## config.mk

```make
export PLATFORM = sky130hd
export DESIGN_NAME = gp9001_host_if_flat
export DESIGN_NICKNAME = d
export VERILOG_FILES = /design/src/rtl/gp9001_host_pkg.sv /design/src/rtl/gp9001_host_if_if.sv /design/src/rtl/gp9001_host_if_regfile.sv /design/src/rtl/gp9001_host_if.sv /design/src/flat_wrapper.sv
export SDC_FILE = /design/constraint.sdc
export NUM_CORES = 1
export LEC_CHECK = 0
export BUFFER_PORTS_ARGS = -buffer_cell sky130_fd_sc_hd__buf_4
export CAP_MARGIN = 20
export CORE_AREA = 10 10 233 235
export CTS_CLUSTER_SIZE = 40
export DETAILED_ROUTE_END_ITERATION = 7
export DIE_AREA = 0 0 243 245
export HOLD_SLACK_MARGIN = 0.05
export PLACE_DENSITY = 0.57
export RECOVER_POWER = 25
export SYNTH_ARGS = -nofsm -noshare
export SYNTH_HDL_FRONTEND = slang
export SYNTH_SLANG_ARGS = --single-unit
```

## constraint.sdc

```tcl
create_clock -name CLK96 -period 2.1 [get_ports CLK96]
set_clock_uncertainty 0.05 [all_clocks]
set_input_delay 0.42 -clock CLK96 [delete_from_list [all_inputs] [get_ports CLK96]]
set_output_delay 0.42 -clock CLK96 [all_outputs]
set_load 0.02 [all_outputs]
```

## src/rtl/gp9001_host_pkg.sv

```systemverilog
// Shared types for the GP9001 host command port: FSM states, op codes in priority order, default widths.
// Pure declarations; no latency or backpressure of its own.
package gp9001_host_pkg;

  localparam int DEF_AW     = 14;
  localparam int DEF_NREG_W = 4;

  typedef enum logic [2:0] {
    ST_IDLE,
    ST_EXEC,
    ST_WAIT_GNT,
    ST_READ_CAP,
    ST_DONE
  } state_t;

  // Declaration order is the arbitration priority, highest first.
  typedef enum logic [2:0] {
    OPC_SET_RAM_PTR,
    OPC_SELECT_REG,
    OPC_WRITE_REG,
    OPC_WRITE_RAM,
    OPC_READ_RAM_L,
    OPC_READ_RAM_H,
    OPC_NONE
  } opc_t;

  typedef struct packed {
    logic set_ptr;
    logic select_reg;
    logic write_reg;
    logic write_ram;
    logic read_l;
    logic read_h;
  } op_req_t;

  function automatic opc_t op_pick(op_req_t r);
    if (r.set_ptr)         return OPC_SET_RAM_PTR;
    else if (r.select_reg) return OPC_SELECT_REG;
    else if (r.write_reg)  return OPC_WRITE_REG;
    else if (r.write_ram)  return OPC_WRITE_RAM;
    else if (r.read_l)     return OPC_READ_RAM_L;
    else if (r.read_h)     return OPC_READ_RAM_H;
    else                   return OPC_NONE;
  endfunction

  function automatic logic is_ram_op(opc_t o);
    return (o == OPC_WRITE_RAM) || (o == OPC_READ_RAM_L) || (o == OPC_READ_RAM_H);
  endfunction

endpackage

```

## src/rtl/gp9001_host_if_if.sv

```systemverilog
// Bundle of CPU op strobes, VRAM port and renderer register read port for the GP9001 host side.
// slave = command port itself, master = CPU decoder / arbiter / renderer side.
interface gp9001_host_if_if
  import gp9001_host_pkg::*;
#(
  parameter int AW     = DEF_AW,
  parameter int NREG_W = DEF_NREG_W
);

  logic              OP_SELECT_REG;
  logic              OP_WRITE_REG;
  logic              OP_WRITE_RAM;
  logic              OP_READ_RAM_H;
  logic              OP_READ_RAM_L;
  logic              OP_SET_RAM_PTR;
  logic [15:0]       DIN;
  logic [15:0]       DOUT;
  logic              ACK;
  logic              VRAM_REQ;
  logic              VRAM_GNT;
  logic [AW-1:0]     VRAM_ADDR;
  logic              VRAM_WE;
  logic [15:0]       VRAM_WDATA;
  logic [15:0]       VRAM_RDATA;
  logic [NREG_W-1:0] REG_RADDR;
  logic [15:0]       REG_RDATA;

  modport slave (
    input  OP_SELECT_REG, OP_WRITE_REG, OP_WRITE_RAM, OP_READ_RAM_H, OP_READ_RAM_L,
    input  OP_SET_RAM_PTR, DIN, VRAM_GNT, VRAM_RDATA, REG_RADDR,
    output DOUT, ACK, VRAM_REQ, VRAM_ADDR, VRAM_WE, VRAM_WDATA, REG_RDATA
  );

  modport master (
    output OP_SELECT_REG, OP_WRITE_REG, OP_WRITE_RAM, OP_READ_RAM_H, OP_READ_RAM_L,
    output OP_SET_RAM_PTR, DIN, VRAM_GNT, VRAM_RDATA, REG_RADDR,
    input  DOUT, ACK, VRAM_REQ, VRAM_ADDR, VRAM_WE, VRAM_WDATA, REG_RDATA
  );

endinterface

```

## src/rtl/gp9001_host_if_regfile.sv

```systemverilog
// Control register file: one write port addressed by the select register, one registered read port.
// Read latency 1 cycle, read-before-write on a colliding index; never stalls.
module gp9001_regfile #(
  parameter int NREG_W = 4
) (
  input  logic              CLK96,
  input  logic              RESET96n,
  input  logic              we,
  input  logic [NREG_W-1:0] waddr,
  input  logic [15:0]       wdata,
  input  logic [NREG_W-1:0] raddr,
  output logic [15:0]       rdata
);

  localparam int NREG = 2 ** NREG_W;

  logic [15:0] regs [NREG];

  always_ff @(posedge CLK96 or negedge RESET96n) begin
    if (!RESET96n) begin
      for (int i = 0; i < NREG; i++) begin
        regs[i] <= '0;
      end
      rdata <= '0;
    end else begin
      if (we) begin
        regs[waddr] <= wdata;
      end
      rdata <= regs[raddr];
    end
  end

endmodule

```

## src/rtl/gp9001_host_if.sv

```systemverilog
// GP9001 host command port: executes CPU register/VRAM ops, ACK 2 cycles after sampling (EXEC) or after grant (+1 write, +2 read).
// Waits indefinitely for VRAM_GNT; holds ACK until every op strobe is low, accepting nothing new meanwhile.
module gp9001_host_if
  import gp9001_host_pkg::*;
#(
  parameter int AW     = DEF_AW,
  parameter int NREG_W = DEF_NREG_W
) (
  input  logic              CLK96,
  input  logic              RESET96n,
  gp9001_host_if_if.slave   bus
);

  state_t            state;
  state_t            state_nxt;
  opc_t              op_q;
  opc_t              op_sel;
  op_req_t           req;
  logic              any_op;
  logic [15:0]       din_q;
  logic [15:0]       dout_q;
  logic [AW-1:0]     ptr;
  logic [NREG_W-1:0] sel;
  logic              latch_op;
  logic              do_exec;
  logic              do_access;
  logic              do_cap;
  logic              ptr_inc;
  logic              reg_we;

  assign req = '{
    set_ptr:    bus.OP_SET_RAM_PTR,
    select_reg: bus.OP_SELECT_REG,
    write_reg:  bus.OP_WRITE_REG,
    write_ram:  bus.OP_WRITE_RAM,
    read_l:     bus.OP_READ_RAM_L,
    read_h:     bus.OP_READ_RAM_H
  };
  assign any_op = |req;
  assign op_sel = op_pick(req);

  always_ff @(posedge CLK96 or negedge RESET96n) begin
    if (!RESET96n) begin
      state <= ST_IDLE;
    end else begin
      state <= state_nxt;
    end
  end

  always_comb begin
    state_nxt = state;
    latch_op  = 1'b0;
    do_exec   = 1'b0;
    do_access = 1'b0;
    do_cap    = 1'b0;
    case (state)
      ST_IDLE: begin
        if (any_op) begin
          latch_op  = 1'b1;
          state_nxt = is_ram_op(op_sel) ? ST_WAIT_GNT : ST_EXEC;
        end
      end
      ST_EXEC: begin
        do_exec   = 1'b1;
        state_nxt = ST_DONE;
      end
      ST_WAIT_GNT: begin
        if (bus.VRAM_GNT) begin
          do_access = 1'b1;
          state_nxt = (op_q == OPC_WRITE_RAM) ? ST_DONE : ST_READ_CAP;
        end
      end
      ST_READ_CAP: begin
        do_cap    = 1'b1;
        state_nxt = ST_DONE;
      end
      ST_DONE: begin
        if (!any_op) begin
          state_nxt = ST_IDLE;
        end
      end
      default: state_nxt = ST_IDLE;
    endcase
  end

  // READ_RAM_H re-reads the same word so the high/low byte pair shares one address.
  assign ptr_inc = (do_access && (op_q == OPC_WRITE_RAM)) ||
                   (do_cap && (op_q == OPC_READ_RAM_L));
  assign reg_we  = do_exec && (op_q == OPC_WRITE_REG);

  always_ff @(posedge CLK96 or negedge RESET96n) begin
    if (!RESET96n) begin
      op_q   <= OPC_NONE;
      din_q  <= '0;
      dout_q <= '0;
      ptr    <= '0;
      sel    <= '0;
    end else begin
      if (latch_op) begin
        op_q  <= op_sel;
        din_q <= bus.DIN;
      end
      if (do_exec && (op_q == OPC_SET_RAM_PTR)) begin
        ptr <= din_q[AW-1:0];
      end else if (ptr_inc) begin
        ptr <= ptr + AW'(1);
      end
      if (do_exec && (op_q == OPC_SELECT_REG)) begin
        sel <= din_q[NREG_W-1:0];
      end
      if (do_cap) begin
        dout_q <= bus.VRAM_RDATA;
      end
    end
  end

  assign bus.ACK        = (state == ST_DONE);
  assign bus.VRAM_REQ   = (state == ST_WAIT_GNT);
  assign bus.VRAM_ADDR  = ptr;
  assign bus.VRAM_WE    = (state == ST_WAIT_GNT) && (op_q == OPC_WRITE_RAM) && bus.VRAM_GNT;
  assign bus.VRAM_WDATA = din_q;
  assign bus.DOUT       = dout_q;

  gp9001_regfile #(
    .NREG_W (NREG_W)
  ) u_regfile (
    .CLK96    (CLK96),
    .RESET96n (RESET96n),
    .we       (reg_we),
    .waddr    (sel),
    .wdata    (din_q),
    .raddr    (bus.REG_RADDR),
    .rdata    (bus.REG_RDATA)
  );

endmodule

```

## src/flat_wrapper.sv

```systemverilog
// flat-port wrapper written by rule: the top's interface ports become plain ports
module gp9001_host_if_flat import gp9001_host_pkg::*;
#(
  parameter int AW     = DEF_AW,
  parameter int NREG_W = DEF_NREG_W
)
  (CLK96, RESET96n, bus_OP_SELECT_REG, bus_OP_WRITE_REG, bus_OP_WRITE_RAM, bus_OP_READ_RAM_H, bus_OP_READ_RAM_L, bus_OP_SET_RAM_PTR, bus_DIN, bus_VRAM_GNT, bus_VRAM_RDATA, bus_REG_RADDR, bus_DOUT, bus_ACK, bus_VRAM_REQ, bus_VRAM_ADDR, bus_VRAM_WE, bus_VRAM_WDATA, bus_REG_RDATA);
  gp9001_host_if_if #(.AW(AW), .NREG_W(NREG_W)) bus_i ();
  input  logic CLK96;
  input  logic RESET96n;
  input wire logic [$bits(bus_i.OP_SELECT_REG)-1:0] bus_OP_SELECT_REG;
  input wire logic [$bits(bus_i.OP_WRITE_REG)-1:0] bus_OP_WRITE_REG;
  input wire logic [$bits(bus_i.OP_WRITE_RAM)-1:0] bus_OP_WRITE_RAM;
  input wire logic [$bits(bus_i.OP_READ_RAM_H)-1:0] bus_OP_READ_RAM_H;
  input wire logic [$bits(bus_i.OP_READ_RAM_L)-1:0] bus_OP_READ_RAM_L;
  input wire logic [$bits(bus_i.OP_SET_RAM_PTR)-1:0] bus_OP_SET_RAM_PTR;
  input wire logic [$bits(bus_i.DIN)-1:0] bus_DIN;
  input wire logic [$bits(bus_i.VRAM_GNT)-1:0] bus_VRAM_GNT;
  input wire logic [$bits(bus_i.VRAM_RDATA)-1:0] bus_VRAM_RDATA;
  input wire logic [$bits(bus_i.REG_RADDR)-1:0] bus_REG_RADDR;
  output wire logic [$bits(bus_i.DOUT)-1:0] bus_DOUT;
  output wire logic [$bits(bus_i.ACK)-1:0] bus_ACK;
  output wire logic [$bits(bus_i.VRAM_REQ)-1:0] bus_VRAM_REQ;
  output wire logic [$bits(bus_i.VRAM_ADDR)-1:0] bus_VRAM_ADDR;
  output wire logic [$bits(bus_i.VRAM_WE)-1:0] bus_VRAM_WE;
  output wire logic [$bits(bus_i.VRAM_WDATA)-1:0] bus_VRAM_WDATA;
  output wire logic [$bits(bus_i.REG_RDATA)-1:0] bus_REG_RDATA;
  assign bus_i.OP_SELECT_REG = bus_OP_SELECT_REG;
  assign bus_i.OP_WRITE_REG = bus_OP_WRITE_REG;
  assign bus_i.OP_WRITE_RAM = bus_OP_WRITE_RAM;
  assign bus_i.OP_READ_RAM_H = bus_OP_READ_RAM_H;
  assign bus_i.OP_READ_RAM_L = bus_OP_READ_RAM_L;
  assign bus_i.OP_SET_RAM_PTR = bus_OP_SET_RAM_PTR;
  assign bus_i.DIN = bus_DIN;
  assign bus_i.VRAM_GNT = bus_VRAM_GNT;
  assign bus_i.VRAM_RDATA = bus_VRAM_RDATA;
  assign bus_i.REG_RADDR = bus_REG_RADDR;
  assign bus_DOUT = bus_i.DOUT;
  assign bus_ACK = bus_i.ACK;
  assign bus_VRAM_REQ = bus_i.VRAM_REQ;
  assign bus_VRAM_ADDR = bus_i.VRAM_ADDR;
  assign bus_VRAM_WE = bus_i.VRAM_WE;
  assign bus_VRAM_WDATA = bus_i.VRAM_WDATA;
  assign bus_REG_RDATA = bus_i.REG_RDATA;
  gp9001_host_if #(.AW(AW), .NREG_W(NREG_W)) u_core (.CLK96(CLK96), .RESET96n(RESET96n), .bus(bus_i));
endmodule
```

**After elaboration in Yosys (flattened, before gate mapping)**

Cells that the tools add are included.

- Input bits: 45
- Flip-flop bits (word level): 328
- Logic and storage cells: 86
- Output and inout bits: 65

- $lt $le $gt $ge: 3
- Reductions and logical operators: 17
- Mux-type cells: 26
- Bitwise logic cells: 2
- Equal/unequal tests: 14
- $add $sub $neg: 1

Operator list:

| cell | count |
|---|---|
| 256-bit bitwise mux | 1 |
| 16-bit binary-select mux with 4-bit select | 1 |
| 16-bit demux with 4-bit select | 1 |
| 16-bit two-way mux | 3 |
| 14-bit two-way mux | 2 |
| 3-bit two-way mux | 9 |
| 3-bit by 2-bit equality test with 1-bit output (second input constant) | 5 |
| 14-bit by 1-bit adder with 14-bit output (second input constant) | 1 |
| 3-bit equality test (second input constant) | 4 |
| 3-bit one-hot mux with 4 select lines | 1 |
| 5-bit >= comparator (second input constant) | 2 |
| 4-bit inverter with 5-bit output | 2 |
| 1-bit logical AND | 8 |
| 3-bit by 1-bit equality test with 1-bit output (second input constant) | 2 |
| 3-bit logical NOT | 2 |
| 1-bit two-way mux | 6 |
| 6-bit OR reduction | 1 |
| 5-bit by 1-bit less-than comparator with 1-bit output (second input constant) | 1 |
| 2-bit two-way mux | 2 |
| 2-bit inequality test (second input constant) | 2 |
| 1-bit logical OR | 3 |
| 3-bit AND reduction | 1 |
| 2-bit by 1-bit inequality test with 1-bit output (second input constant) | 1 |
| 2-bit nonzero test | 1 |
| 2-bit OR reduction | 1 |

**Depth between registers and ports, before layout**

- Word-level depth: 12
- Gate-level depth with buffers: 6

**Hierarchy**

Synthesis repeated with hierarchy kept, for this count alone.

- Cell total of the unflattened synthesis: 936
- Area, all modules: 14586.5 µm²

By module, submodules not included:

| module | instances | sequential area each (µm²) | cells each | area an instance (µm²) |
|---|---|---|---|---|
| gp9001_regfile | 1 | 6806.5 | 728 | 12024.0 |
| gp9001_host_if | 1 | 1403.8 | 208 | 2562.5 |

**Least setup slack after synthesis**

No wires, ideal clock.

- Kind: register -> register
- Start point: reg u_core.state[1]
- End point: reg u_core.ptr[8], in the netlist u_core.bus.VRAM_ADDR[8]
- Data required time: 1924 ps
- Data arrival time: 1915 ps
- Setup slack: 9 ps
- Setup time: 126 ps
- Cell stages (with the launch flop): 7
- Path through: dfrtp_1 -> or3b_4 -> inv_2 -> a22o_2 -> buf_6 -> mux2_2 -> a221o_1

- Longest elaborated chain between the ends: 5
- Elaborated cells on any way between the ends: 12

Ends and longest elaborated chain:

| what | RTL line | source |
|---|---|---|
| start: declaration | gp9001_host_if.sv:14 | `state_t state;` |
| start signal: assignment | gp9001_host_if.sv:46 | `state <= state_nxt;` |
| 3-bit by 2-bit equality test with 1-bit output | - |  |
| named net bus_VRAM_REQ | flat_wrapper.sv:23 | `output wire logic [$bits(bus_i.VRAM_REQ)-1:0] bus_VRAM_REQ;` |
| 1-bit two-way mux | gp9001_host_if.sv:56 | `case (state)` |
| 1-bit logical AND | gp9001_host_if.sv:87 | `assign ptr_inc = (do_access && (op_q == OPC_WRITE_RAM)) \|\|` |
| 1-bit logical OR | gp9001_host_if.sv:87 |  |
| 2-bit nonzero test (no source line) | - |  |
| end signal: assignment | gp9001_host_if.sv:104 | `ptr <= din_q[AW-1:0];` |
| end signal: assignment | gp9001_host_if.sv:106 | `ptr <= ptr + AW'(1);` |
| end: declaration | gp9001_host_if.sv:22 | `logic [AW-1:0] ptr;` |

The timed path passes the listed nets, and every way through them passes these cells.
A chain may end at the register's enable or synchronous reset.

**Worst setup path after layout**

- Start point: reg u_core.op_q[2]
- End point: out bus_VRAM_WE

- Longest elaborated chain between the ends: 3

Ends and longest elaborated chain:

| what | RTL line | source |
|---|---|---|
| start: declaration | gp9001_host_if.sv:16 | `opc_t op_q;` |
| start signal: assignment | gp9001_host_if.sv:100 | `op_q <= op_sel;` |
| 3-bit by 2-bit equality test with 1-bit output | gp9001_host_if.sv:120 | `assign bus.VRAM_WE = (state == ST_WAIT_GNT) && (op_q == OPC_WRITE_RAM) && bus.VRAM_GNT;` |
| 1-bit logical AND (2 in series) | gp9001_host_if.sv:120 |  |
| end: declaration | flat_wrapper.sv:25 | `output wire logic [$bits(bus_i.VRAM_WE)-1:0] bus_VRAM_WE;` |

Every way passes these cells.

==> results.md <==
* Minimum clock period at roughly 2.2 ns
* Chip width at 243 um
* DR WL/cell at 21.6 um
* Setup Viol. Count Final at 74
* CP endpoint kind: output pin
* Htree depth at 2
* Avg Synthesized Cell Area at 15.7 um^2
* Unique cell type count in the Yosys netlist at 51
* Max Clk Rate at about 460 MHz
* Post-synth EDFFs at 0
* DRT iter0 DRCs at between 500 and 600
* Gr usage total at 0.131
* Worst vdd ir at roughly 0.70 mV
* Syn. warnings at 0
* Ranking of synthesized cells by area: dfrtp_1 (56%), mux2_2 (21%), mux4_2 (12%), nand2_1 (1.5%), buf_6 (1.1%)
* Clk sink count at around 330
* Worst setup path start: u_core.op_q[2]
* Register area share after synthesis at 0.559
* Failing checks: negative setup slack
* Area grow syn2layout at 25.7%
* CP required at around 1.6 ns
* Logic pwr share at 0.305
* # Max-Cap Violations at 0
* Mapped Cells at roughly 930
* Pre-antenna DRT Iters at 4
* Slew HR at 0.198
* Final Net Count at approximately 1,200
* Net Count, Synth at ~1,000
* Async S/R FF share, synth at 1.00
* Final Routed Wirelength at a little under 40 mm
* CP Max Fanout at 2
* Dpl hpwl at approximately 25 mm
* Worst setup path class: reg2out
* R2r startpoint: u_core.state[1]
* Hold Violations, Final at 0
* TritonCTS clock tree: yes
* Slew Viols, Final at 0
* Status: finished with violations
* Number of routed nets with antenna violations at 0
* Leakage power at 0.00863 uW
* IO Port Bufs at between 100 and 150
* Filler cells at 4,776
* Place WS at -0.0224 ns
* Commonest non-fill, non-tap cell in the layout: dfrtp_1
* Hold_sp: bus_DIN[13]
* Core Rows at 82
* Core Box Area at ~50,000 um^2
* Clk pwr share at 0.289
* Slew at the pin closest to its max-slew limit at approximately 1.2 ns
* Post-synth top area share at 0.555
* RSZ-0062 raised after global routing: true
* Initial antenna violation count at 0
* GRT overflow at 0
* Mapped cell area at 14,700 um^2
* Flop pwr share at 0.406
* Slack of the critical path at -0.0918 ns
* Post-route clock period utilization at 1.04
* Startpoint types: register
* Total Power at roughly 22,000 uW
* Type of the most critical hold path: in2reg
* GPL Wtd Cong at around 0.8
* Most used DFF post-synth: dfrtp_1
* CTS root buf: clkbuf_16
* Vias/cell at between 4 and 5
* Net Sw Frac at 0.320
* Fraction of layout cells with a size suffix above 1 at 0.564
* Sw Pwr at between 7000 and 8000 uW
* Die area at approximately 60,000 um^2
* # IOs at 110
* Worst-path clk slew at about 0.060 ns
* Util after Layout at 0.372
* Power Internal at approximately 15,000 uW
* Die height at 245 um
* Starting density of the core at 0.296
* Vias in the first global route at around 9,500
* First-pass GRT wire length at approximately 60 mm
* Largest area contributor in the netlist: dfrtp_1
* Crit path DAT at around 1.7 ns
* Via count at just under 9,000
* Max Root-Sink Buffers at 3
* Largest net degree at the start of global routing at 60
* Hold Slack at about 0.064 ns
* Num CTS Buffers at 36
* Pwr dens at 1190 nW/um^2
* Drt drc at 0
* Commonest cells after routing, fill and taps aside: dfrtp_1 (325), mux2_2 (257), buf_4 (175)
* Yosys reg bits at roughly 330
* Ant diodes at 0
* Clock Latency Late Sink at 0.53 ns
flip-flops by register name (all words and copies together), names as in the netlist:
signal,cells
u_core.bus.DOUT,16
u_core.bus.VRAM_ADDR,14
u_core.bus.VRAM_WDATA,16
u_core.op_q,3
u_core.sel,4
u_core.state,3
u_core.u_regfile.rdata,16
u_core.u_regfile.regs,256
final cells by class:
type | instances | area [um^2] | area share
Sequential cell | 328 | 8210 | 0.445
Multi-Input combinational cell | 535 | 6180 | 0.334
Timing Repair Buffer | 228 | 2050 | 0.111
Clock buffer | 56 | 1110 | 0.0599
Tap cell | 672 | 841 | 0.0455
Clock inverter | 9 | 77.6 | 0.00420
Inverter | 3 | 11.3 | 0.000610
logic make-up (layout without fill, tap and decap cells):
family / count (synthesis) / after routing / share of synthesized area
buffers and inverters: 71 / 296 / 0.0272
AO/OA/AOI/OAI: 36 / 36 / 0.0189
multiplexers: 365 / 365 / 0.341
adder cells (fa/ha/maj): 1 / 1 / 0.000851
flip-flops: 328 / 328 / 0.559
AND/OR/NAND/NOR: 133 / 133 / 0.0536
critical path: stages, from the launching register on:
cell     delay (ns)
dfstp_2        0.54
buf_6          0.09
and4b_1        0.20
buf_6          0.12
and2_4         0.13
buf_6          0.12
path summary, 6_finish.rpt:
| check | to | slack, ns | cells after the start |
|---|---|---|---|
| worst max-delay path | bus_VRAM_WE | -0.09 | 5 |
| worst min-delay path | u_core.bus.VRAM_WDATA[13] | 0.06 | 3 |
| worst max register to register | u_core.u_regfile.regs[170] | -0.05 | 6 |
| worst min register to register | u_core.u_regfile.regs[184] | 0.44 | 1 |
| max in group asynchronous | u_core.u_regfile.regs[62] | 0.28 | 3 |
| min in group asynchronous | u_core.u_regfile.regs[53] | 0.64 | 2 |
cells in the mapped netlist, types with 3 or more instances:
| cell type | instances |
|---|---|
| dfrtp_1 | 326 |
| mux2_2 | 272 |
| mux4_2 | 80 |
| nand2_1 | 57 |
| clkbuf_1 | 32 |
| buf_6 | 14 |
| buf_2 | 13 |
| a221o_1 | 11 |
| nor3_1 | 11 |
| mux2_1 | 9 |
| nor2_2 | 9 |
| nor2_1 | 7 |
| a21oi_1 | 6 |
| buf_1 | 6 |
| o21ai_0 | 6 |
| mux2i_1 | 4 |
| nand2b_1 | 4 |
| nand3_1 | 4 |
| nand4_1 | 4 |
| nor2_4 | 4 |
| nor3_4 | 4 |
| and2_1 | 3 |
| buf_4 | 3 |
| nand4_2 | 3 |
| nor2b_1 | 3 |
| nor3b_1 | 3 |
| o31ai_1 | 3 |
stage by stage:
step	setup TNS [ns]	instance area (um^2)	std cells
6_report	-1.58	18500	1831
5_1_grt	-13.13	18500	1831
4_1_cts	-1.18	18300	1824
3_5_place_dp	-0.0256	16900	1733
3_3_place_gp	-0.0151	16900	1733
2_1_floorplan	0	14700	934
repair_timing:
item / CTS / global route
hold buffers: 18 / 0
setup buffers: 8 / 6
endpoints found under the hold margin: 50 / 0
pin swaps: 2 / 8
gates resized for setup: 9 / 27
cloned: 0 / 1
setup endpoints to repair: 3 / 232
power by group through the flow:
| stage | clock network, uW | registers (uW) | logic [uW] |
|---|---|---|---|
| finish | 6320 | 8900 | 6680 |
| global route | 6740 | 9120 | 7180 |
| CTS | 6500 | 8910 | 6520 |
| detailed placement | 0 | 9050 | 6340 |
| global placement | 0 | 9000 | 6260 |
| floorplan | 0 | 9310 | 3160 |
layer usage:
metal | vias to the layer above | wire length, um | share of wire | track usage
met5 | - | 0 | 0 | 0
met4 | 0 | 630 | 0.016 | 0.0311
met3 | 42 | 1840 | 0.046 | 0.0178
met2 | 157 | 19400 | 0.49 | 0.220
met1 | 4689 | 17700 | 0.45 | 0.176
li1 | 3873 | - | - | -
Note: power is estimated with default switching activity, not from simulation.
